==> config.mk <==
export PLATFORM = sky130hd
export DESIGN_NAME = cas_writer
export DESIGN_NICKNAME = d
export VERILOG_FILES = /design/src/rtl/svi_cas_pkg.sv /design/src/rtl/cas_bit_decoder.sv /design/src/rtl/cas_writer.sv
export SDC_FILE = /design/constraint.sdc
export NUM_CORES = 1
export LEC_CHECK = 0
export ABC_CLOCK_PERIOD_IN_PS = 3050
export BUFFER_PORTS_ARGS = -buffer_cell sky130_fd_sc_hd__buf_2
export CORE_UTILIZATION = 25
export DETAILED_ROUTE_END_ITERATION = 6
export SLEW_MARGIN = 20
export SYNTH_ARGS = -nofsm -noshare
export SYNTH_HDL_FRONTEND = slang
export SYNTH_SLANG_ARGS = --single-unit
==> constraint.sdc <==
create_clock -name clk_sys -period 3.05 [get_ports clk_sys]
set_input_delay 0.1525 -clock clk_sys [delete_from_list [all_inputs] [get_ports clk_sys]]
set_output_delay 0.1525 -clock clk_sys [all_outputs]
set_load 0.02 [all_outputs]
==> src/rtl/svi_cas_pkg.sv <==
// Shared definitions for the SVI-328 cassette reader and writer.
package svi_cas_pkg;
    typedef enum logic [1:0] {
        ST_IDLE,
        ST_LEADER,
        ST_SYNC,
        ST_DATA
    } framer_state_t;

    localparam logic [7:0]  HDR_FILL = 8'h55;
    localparam logic [7:0]  HDR_SYNC = 8'h7F;
    localparam int          HDR_LEN  = 17;

    localparam int          DEF_CLK_HZ      = 42_660_000;
    localparam int          DEF_SHORT_MAX   = 26_663;
    localparam int          DEF_GAP_MIN     = 53_325;
    localparam int          DEF_LEADER_BITS = 16;
    localparam logic [20:0] CAS_ADDR_LAST   = 21'h1FFFFF;
endpackage

==> src/rtl/cas_bit_decoder.sv <==
// FSK demodulator: synchronizes tape_out, times rising-edge periods and turns
// them into bits (long = '0', short pair = '1'); flags gaps and motor-off.
module cas_bit_decoder
    import svi_cas_pkg::*;
#(
    parameter int SHORT_MAX = DEF_SHORT_MAX,
    parameter int GAP_MIN   = DEF_GAP_MIN
) (
    input  logic clk_sys,
    input  logic reset,
    input  logic tape_out,
    input  logic motor_on,
    output logic bit_valid,
    output logic bit_val,
    output logic gap
);
    localparam logic [16:0] SHORT_C = 17'(SHORT_MAX);
    localparam logic [16:0] GAP_C   = 17'(GAP_MIN);

    logic [2:0]  sync_q;
    logic        rise_q;
    logic [16:0] per_q;
    logic        half_q;
    logic        is_short;

    // per_q holds the cycle count since the previous rising edge; it starts
    // saturated so the very first edge after idle never yields a bit.
    assign gap      = (per_q == GAP_C) || !motor_on;
    assign is_short = per_q <= SHORT_C;

    always_ff @(posedge clk_sys) begin
        if (reset) begin
            sync_q    <= '0;
            rise_q    <= 1'b0;
            per_q     <= GAP_C;
            half_q    <= 1'b0;
            bit_valid <= 1'b0;
            bit_val   <= 1'b0;
        end else begin
            sync_q    <= {sync_q[1:0], tape_out};
            rise_q    <= sync_q[1] & ~sync_q[2];
            bit_valid <= 1'b0;
            if (rise_q) begin
                per_q <= 17'd1;
                if (gap) begin
                    half_q <= 1'b0;
                end else if (is_short) begin
                    if (half_q) begin
                        bit_valid <= 1'b1;
                        bit_val   <= 1'b1;
                    end
                    half_q <= !half_q;
                end else begin
                    // a pending lone short is dropped; the long still counts
                    bit_valid <= 1'b1;
                    bit_val   <= 1'b0;
                    half_q    <= 1'b0;
                end
            end else begin
                if (per_q != GAP_C) per_q <= per_q + 17'd1;
                if (gap) half_q <= 1'b0;
            end
        end
    end
endmodule

==> src/rtl/cas_writer.sv <==
// Cassette recorder: frames demodulated bytes and writes them to the CAS SDRAM
// region. Define CAS_HEADER_EN to insert the 17-byte block header per leader.
//
// state     | meaning
// ST_IDLE   | no signal (gap or motor off)
// ST_LEADER | counting consecutive '1' bits
// ST_SYNC   | leader seen, waiting for a start bit (header queued here)
// ST_DATA   | shifting in 8 data bits MSB first
module cas_writer
    import svi_cas_pkg::*;
#(
    parameter int          CLK_HZ      = DEF_CLK_HZ,
    parameter int          SHORT_MAX   = DEF_SHORT_MAX,
    parameter int          GAP_MIN     = DEF_GAP_MIN,
    parameter int          LEADER_BITS = DEF_LEADER_BITS,
    parameter logic [20:0] ADDR_LAST   = CAS_ADDR_LAST
) (
    input  logic        clk_sys,
    input  logic        reset,
    input  logic        tape_out,
    input  logic        motor_on,
    input  logic        rewind,
    output logic [20:0] sdram_addr,
    output logic [7:0]  sdram_data,
    output logic        sdram_wr,
    input  logic        sdram_available,
    input  logic        sdram_ready,
    output logic [20:0] byte_count,
    output logic [2:0]  status
);
    localparam int            LW        = $clog2(LEADER_BITS + 1);
    localparam logic [LW-1:0] LEAD_LAST = LW'(LEADER_BITS - 1);

    if (CLK_HZ <= 0 || SHORT_MAX >= GAP_MIN || GAP_MIN >= 2**17 || LEADER_BITS < 1) begin : g_bad_cfg
        $error("cas_writer: inconsistent timing parameters");
    end

    framer_state_t state_q, state_d;
    logic          bit_valid, bit_val, gap, clear;
    logic [LW-1:0] lead_cnt_q;
    logic [2:0]    bit_cnt_q;
    logic [7:0]    shreg_q, push_data;
    logic          byte_rdy_q, push, hdr_busy;
    logic [7:0]    fifo_mem [4];
    logic [1:0]    wr_ptr_q, rd_ptr_q;
    logic [2:0]    fill_q;
    logic          fifo_empty, fifo_full, pop, push_ok;
    logic          wr_q, full_q, ovf_q;
    logic [20:0]   addr_q, count_q;
    logic [7:0]    data_q;

    assign clear = reset || rewind;

    cas_bit_decoder #(.SHORT_MAX(SHORT_MAX), .GAP_MIN(GAP_MIN)) u_dec (
        .clk_sys  (clk_sys),
        .reset    (reset),
        .tape_out (tape_out),
        .motor_on (motor_on),
        .bit_valid(bit_valid),
        .bit_val  (bit_val),
        .gap      (gap)
    );

`ifdef CAS_HEADER_EN
    logic [4:0] hdr_cnt_q;
    logic       hdr_push;
    assign hdr_busy = hdr_cnt_q != 5'd0;

    always_ff @(posedge clk_sys) begin
        if (clear || gap)                                   hdr_cnt_q <= 5'd0;
        else if (state_q == ST_LEADER && state_d == ST_SYNC) hdr_cnt_q <= 5'(HDR_LEN);
        else if (hdr_push)                                  hdr_cnt_q <= hdr_cnt_q - 5'd1;
    end
`else
    assign hdr_busy = 1'b0;
`endif

    always_ff @(posedge clk_sys) begin
        if (clear) state_q <= ST_IDLE;
        else       state_q <= state_d;
    end

    always_comb begin
        state_d = state_q;
        if (gap) begin
            state_d = ST_IDLE;
        end else begin
            case (state_q)
                ST_IDLE:   state_d = ST_LEADER;
                ST_LEADER: if (bit_valid && bit_val && lead_cnt_q == LEAD_LAST) state_d = ST_SYNC;
                ST_SYNC:   if (bit_valid && !bit_val && !hdr_busy) state_d = ST_DATA;
                ST_DATA:   if (bit_valid && bit_cnt_q == 3'd7) state_d = ST_SYNC;
                default:   state_d = ST_IDLE;
            endcase
        end
    end

    // Header bytes wait for FIFO space, so the framer simply stalls in SYNC.
    always_comb begin
        push      = byte_rdy_q;
        push_data = shreg_q;
`ifdef CAS_HEADER_EN
        hdr_push  = 1'b0;
        if (!byte_rdy_q && state_q == ST_SYNC && hdr_busy && !fifo_full) begin
            hdr_push  = 1'b1;
            push      = 1'b1;
            push_data = (hdr_cnt_q == 5'd1) ? HDR_SYNC : HDR_FILL;
        end
`endif
    end

    always_ff @(posedge clk_sys) begin
        if (clear || gap) begin
            lead_cnt_q <= '0;
            bit_cnt_q  <= 3'd0;
            shreg_q    <= 8'd0;
            byte_rdy_q <= 1'b0;
        end else begin
            byte_rdy_q <= 1'b0;
            if (bit_valid) begin
                case (state_q)
                    ST_LEADER: lead_cnt_q <= (bit_val && lead_cnt_q != LEAD_LAST) ? lead_cnt_q + LW'(1) : '0;
                    ST_SYNC:   bit_cnt_q  <= 3'd0;
                    ST_DATA: begin
                        shreg_q    <= {shreg_q[6:0], bit_val};
                        bit_cnt_q  <= bit_cnt_q + 3'd1;
                        byte_rdy_q <= bit_cnt_q == 3'd7;
                    end
                    default: ;
                endcase
            end
        end
    end

    // Once full, queued bytes are popped and discarded rather than written.
    assign fifo_empty = fill_q == 3'd0;
    assign fifo_full  = fill_q == 3'd4;
    assign pop        = !wr_q && !fifo_empty && (sdram_available || full_q);
    assign push_ok    = push && !full_q && (!fifo_full || pop);

    always_ff @(posedge clk_sys) begin
        if (push_ok) fifo_mem[wr_ptr_q] <= push_data;
    end

    always_ff @(posedge clk_sys) begin
        if (clear) begin
            wr_ptr_q <= 2'd0;
            rd_ptr_q <= 2'd0;
            fill_q   <= 3'd0;
            ovf_q    <= 1'b0;
        end else begin
            if (push_ok) wr_ptr_q <= wr_ptr_q + 2'd1;
            if (pop)     rd_ptr_q <= rd_ptr_q + 2'd1;
            fill_q <= fill_q + {2'b00, push_ok} - {2'b00, pop};
            if (push && !full_q && fifo_full && !pop) ovf_q <= 1'b1;
        end
    end

    always_ff @(posedge clk_sys) begin
        if (clear) begin
            wr_q    <= 1'b0;
            addr_q  <= 21'd0;
            count_q <= 21'd0;
            data_q  <= 8'd0;
            full_q  <= 1'b0;
        end else if (wr_q) begin
            if (sdram_ready) begin
                wr_q    <= 1'b0;
                count_q <= count_q + 21'd1;
                if (addr_q == ADDR_LAST) full_q <= 1'b1;
                else                     addr_q <= addr_q + 21'd1;
            end
        end else if (pop && !full_q) begin
            wr_q   <= 1'b1;
            data_q <= fifo_mem[rd_ptr_q];
        end
    end

    assign sdram_addr = addr_q;
    assign sdram_data = data_q;
    assign sdram_wr   = wr_q;
    assign byte_count = count_q;
    assign status     = {ovf_q, full_q, (state_q != ST_IDLE) || !fifo_empty};
endmodule
==> flow_summary.yaml <==
run_status:
  status: "finished clean"
drt:
  wl_per_cell_um: 13.2
  vias: 4444
  drt.antenna.violating_nets: 0
  wl_um: 12600
  drt_iter0_markers: 212
  drc: 0
  vias_per_cell: 4.68
  firstDrtPassIters: 4
cts:
  clkSinkCount: 135
  ctsHtreeMaxLevel: 4
  cts_tree: "yes"
  insertion_delay_ns: 0.41
  root_buffer: "clkbuf_16"
  post_cts_resized: 0
  clockBufferDepth: 2
  path_clk_slew_ns: 0.06
  post_cts_buffers: 0
  cts-buffers-inserted: 17
  cts_hold_buf: 1
pwr:
  leakagePower_uw: 0.00254
  peakVddDrop_mv: 0.378
  power_density_nw_per_um2: 603
placement:
  place_inst: 916
  gp_congestion: 0.799
  dp_hpwl_um: 8730
  portBuffers: 60
synthesis:
  syn_area_per_cell_um2: 9.84
  ys_seq_area_frac: 0.521
  synth_seq_cells: 135
  ys_types: 54
  synthCells: 590
  syn_nets: 612
  synth_flop_cell: "dfxtp_1"
  yosysWarnings: 0
  async_flop_share: 0
  synth-edff-count: 32
  syn-cell-area_um2: 5800
timing:
  rsz0062_at_grt: "false"
  slew_violations: 0
  worstMarginPinSlew_ns: 0.735
  maxSlewHeadroom: 0.510
  final.setup_skew_ns: 0.00597
  setup_violations: 0
  fmax_mhz: 397
  fin_crit_sh: 0.825
  period_minus_slack_ns: 2.52
  final_hold_viol_count: 0
  finalSetupTns_ns: 0
  whs_ns: 0.0251
die:
  floorplan.initialDensity: 0.256
  die_area_um2: 23800
  pin_count: 61
  core-area_um2: 22700
  row_count: 55
  die_h_um: 154
  chipWidth_um: 154
setup_path:
  criticalPathCategory: "flip-flop to flip-flop"
  r2r_end: "fill_q[2]"
  crit_path_max_fanout: 7
  slowest_delay_ns: 0.44
  startpoint_type: "flip-flop"
  ff2ff_path_depth: 13
  crit_path_frequent_cell: "inv_1"
  r2r_slack_ns: 0.53
  crit_path_end_kind: "flip-flop"
  reg2reg_from: "full_q"
  slowest_stage: "dfxtp_1"
  arrival_ns: 2.79
  required_ns: 3.32
  crit_chain: "o21bai_1, and3_1, nor3b_2, buf_4, inv_1, ha_1, inv_1, ha_1, inv_1, fa_1, xor2_1, xnor2_1, nor2_1"
grt:
  grt_use_total: 0.112
  grt_pass1_vias: 4182
  grt_max_degree: 37
  grt_pass1_wl_um: 21300
  grt_antenna_before_repair: 1
  grt_overflow: 0
flow_run:
  drv_cap: 0
layout:
  drive_above_1_share: 0.166
  final_cells: 949
  diodes: 0
  syn2layout_area_growth_pct: 20.5
  finalNetCount: 673
worst_hold_path:
  worstHoldPathCells: 3
  hp-start: "motor_on"
  hold_class: "primary input to flip-flop"
  holdPathEnd: "u_dec.half_q"
state kept, by name (all words and copies together) (netlist names):
| signal | cells |
|---|---|
| u_dec.bit_valid | 1 |
| sdram_data | 8 |
| full_q | 1 |
| sdram_addr | 21 |
| u_dec.bit_val | 1 |
| state_q | 2 |
| rd_ptr_q | 2 |
| u_dec.sync_q | 3 |
| byte_count | 21 |
| fill_q | 3 |
| u_dec.rise_q | 1 |
| fifo_mem | 32 |
| u_dec.half_q | 1 |
| push_data | 8 |
| ovf_q | 1 |
| sdram_wr | 1 |
| byte_rdy_q | 1 |
| wr_ptr_q | 2 |
| bit_cnt_q | 3 |
| lead_cnt_q | 5 |
| u_dec.per_q | 17 |
Yosys cell counts (all sizes together), types with 2 or more instances:
| cell | number | share of area |
|---|---|---|
| and3 | 11 | 0.012 |
| a22oi | 2 | 0.0026 |
| nand3 | 26 | 0.023 |
| nor3b | 3 | 0.0047 |
| buf | 5 | 0.0050 |
| o21bai | 9 | 0.012 |
| xor2 | 26 | 0.039 |
| o31ai | 5 | 0.0065 |
| dfxtp | 103 | 0.36 |
| nand2 | 64 | 0.042 |
| and2 | 10 | 0.011 |
| a21oi | 42 | 0.036 |
| or3 | 13 | 0.016 |
| edfxtp | 32 | 0.17 |
| or4 | 7 | 0.0097 |
| a31oi | 3 | 0.0032 |
| nor3 | 17 | 0.015 |
| nor4 | 3 | 0.0032 |
| xnor2 | 18 | 0.027 |
| or2 | 2 | 0.0022 |
| o21ai | 16 | 0.014 |
| mux4 | 8 | 0.031 |
| a311oi | 4 | 0.0060 |
| o211ai | 3 | 0.0039 |
| nor2 | 62 | 0.040 |
| nand4 | 14 | 0.015 |
| nor4b | 4 | 0.0060 |
| nand2b | 2 | 0.0022 |
| ha | 14 | 0.030 |
| o2111ai | 2 | 0.0030 |
| clkbuf | 18 | 0.012 |
| and4 | 8 | 0.012 |
| nor2b | 5 | 0.0054 |
| inv | 19 | 0.012 |
area by class of cell:
type	instances	area (µm²)
clock buffers	22	464
clock inverters	10	126
fillers	2355	15700
inverters	19	71.3
multi-input cells	413	2610
flip-flops and latches	135	3020
well taps	285	357
repair buffers	65	340
worst max-delay path: cells and delay by family, from the launching register on:
family                   cells  cell delay [ns]
XOR/XNOR                     2             0.32
AND/OR/NAND/NOR              3             0.41
adder cells (fa/ha/maj)      3             0.76
buffers and inverters        4             0.29
AO/OA/AOI/OAI                1             0.15
flip-flops                   1             0.44
layout by cell type, fill, tap and decap left out, types with 3 or more instances in the layout:
cell	instances
and2_1	9
a21oi_1	42
a31oi_1	3
and3_1	11
o211ai_1	3
nor4b_1	4
dfxtp_1	103
clkbuf_1	3
o21ai_0	15
nor2_1	62
xor2_1	26
or4_1	4
xnor2_1	18
bufinv_16	3
or4_2	3
nand2_1	63
and4_1	7
a311oi_1	4
nor3_1	17
nand3_1	25
edfxtp_1	32
clkbuf_16	17
nor2b_1	5
buf_4	4
nor4_1	3
clkinv_1	3
ha_1	14
mux4_2	8
nand4_1	14
inv_1	19
o21bai_1	9
o31ai_1	5
buf_2	60
or3_1	11
through the flow:
step	worst slack (ns)	cell area, µm²	util	total power [µW]
6_report	0.534	7000	0.308	4220
5_1_grt	0.323	7000	0.308	4400
4_1_cts	0.511	7000	0.308	4270
3_5_place_dp	0.533	6390	0.282	2210
3_3_place_gp	0.577	6390	0.282	2200
2_1_floorplan	0.540	5800	-	2120
report_power, final:
part,internal (µW),total (µW),leakage [µW],switching [µW]
clock network,1320,2050,0.000283,734
registers,1860,1910,0.00120,56.0
logic,109,256,0.00106,146
metal layers:
| layer | up-vias | routed length, µm | GRT usage |
|---|---|---|---|
| met1 | 2111 | 6050 | 0.143 |
| met4 | 2 | 187 | 0.0457 |
| met2 | 83 | 5740 | 0.174 |
| met3 | 20 | 573 | 0.0361 |
| met5 | - | 13 | 0 |
| li1 | 2228 | - | - |
worst max-delay path by stage:
stage | startpoint | endpoint
after detailed placement | full_q | fill_q[2]
final | full_q | fill_q[2]
after floorplan | sdram_wr | fill_q[2]
after CTS | full_q | fill_q[2]
after global placement | sdram_wr | fill_q[2]
after global routing | full_q | fill_q[2]
kinds of logic (layout without fill, tap and decap cells):
group | Yosys count | in the layout | share of synthesized area
XOR/XNOR | 44 | 44 | 0.0664
buffers and inverters | 42 | 116 | 0.0289
multiplexers | 9 | 9 | 0.0328
flip-flops | 135 | 135 | 0.521
AO/OA/AOI/OAI | 91 | 91 | 0.0940
AND/OR/NAND/NOR | 254 | 254 | 0.224
adder cells (fa/ha/maj) | 15 | 15 | 0.0336
No activity file was read; power rests on OpenSTA's default activity.
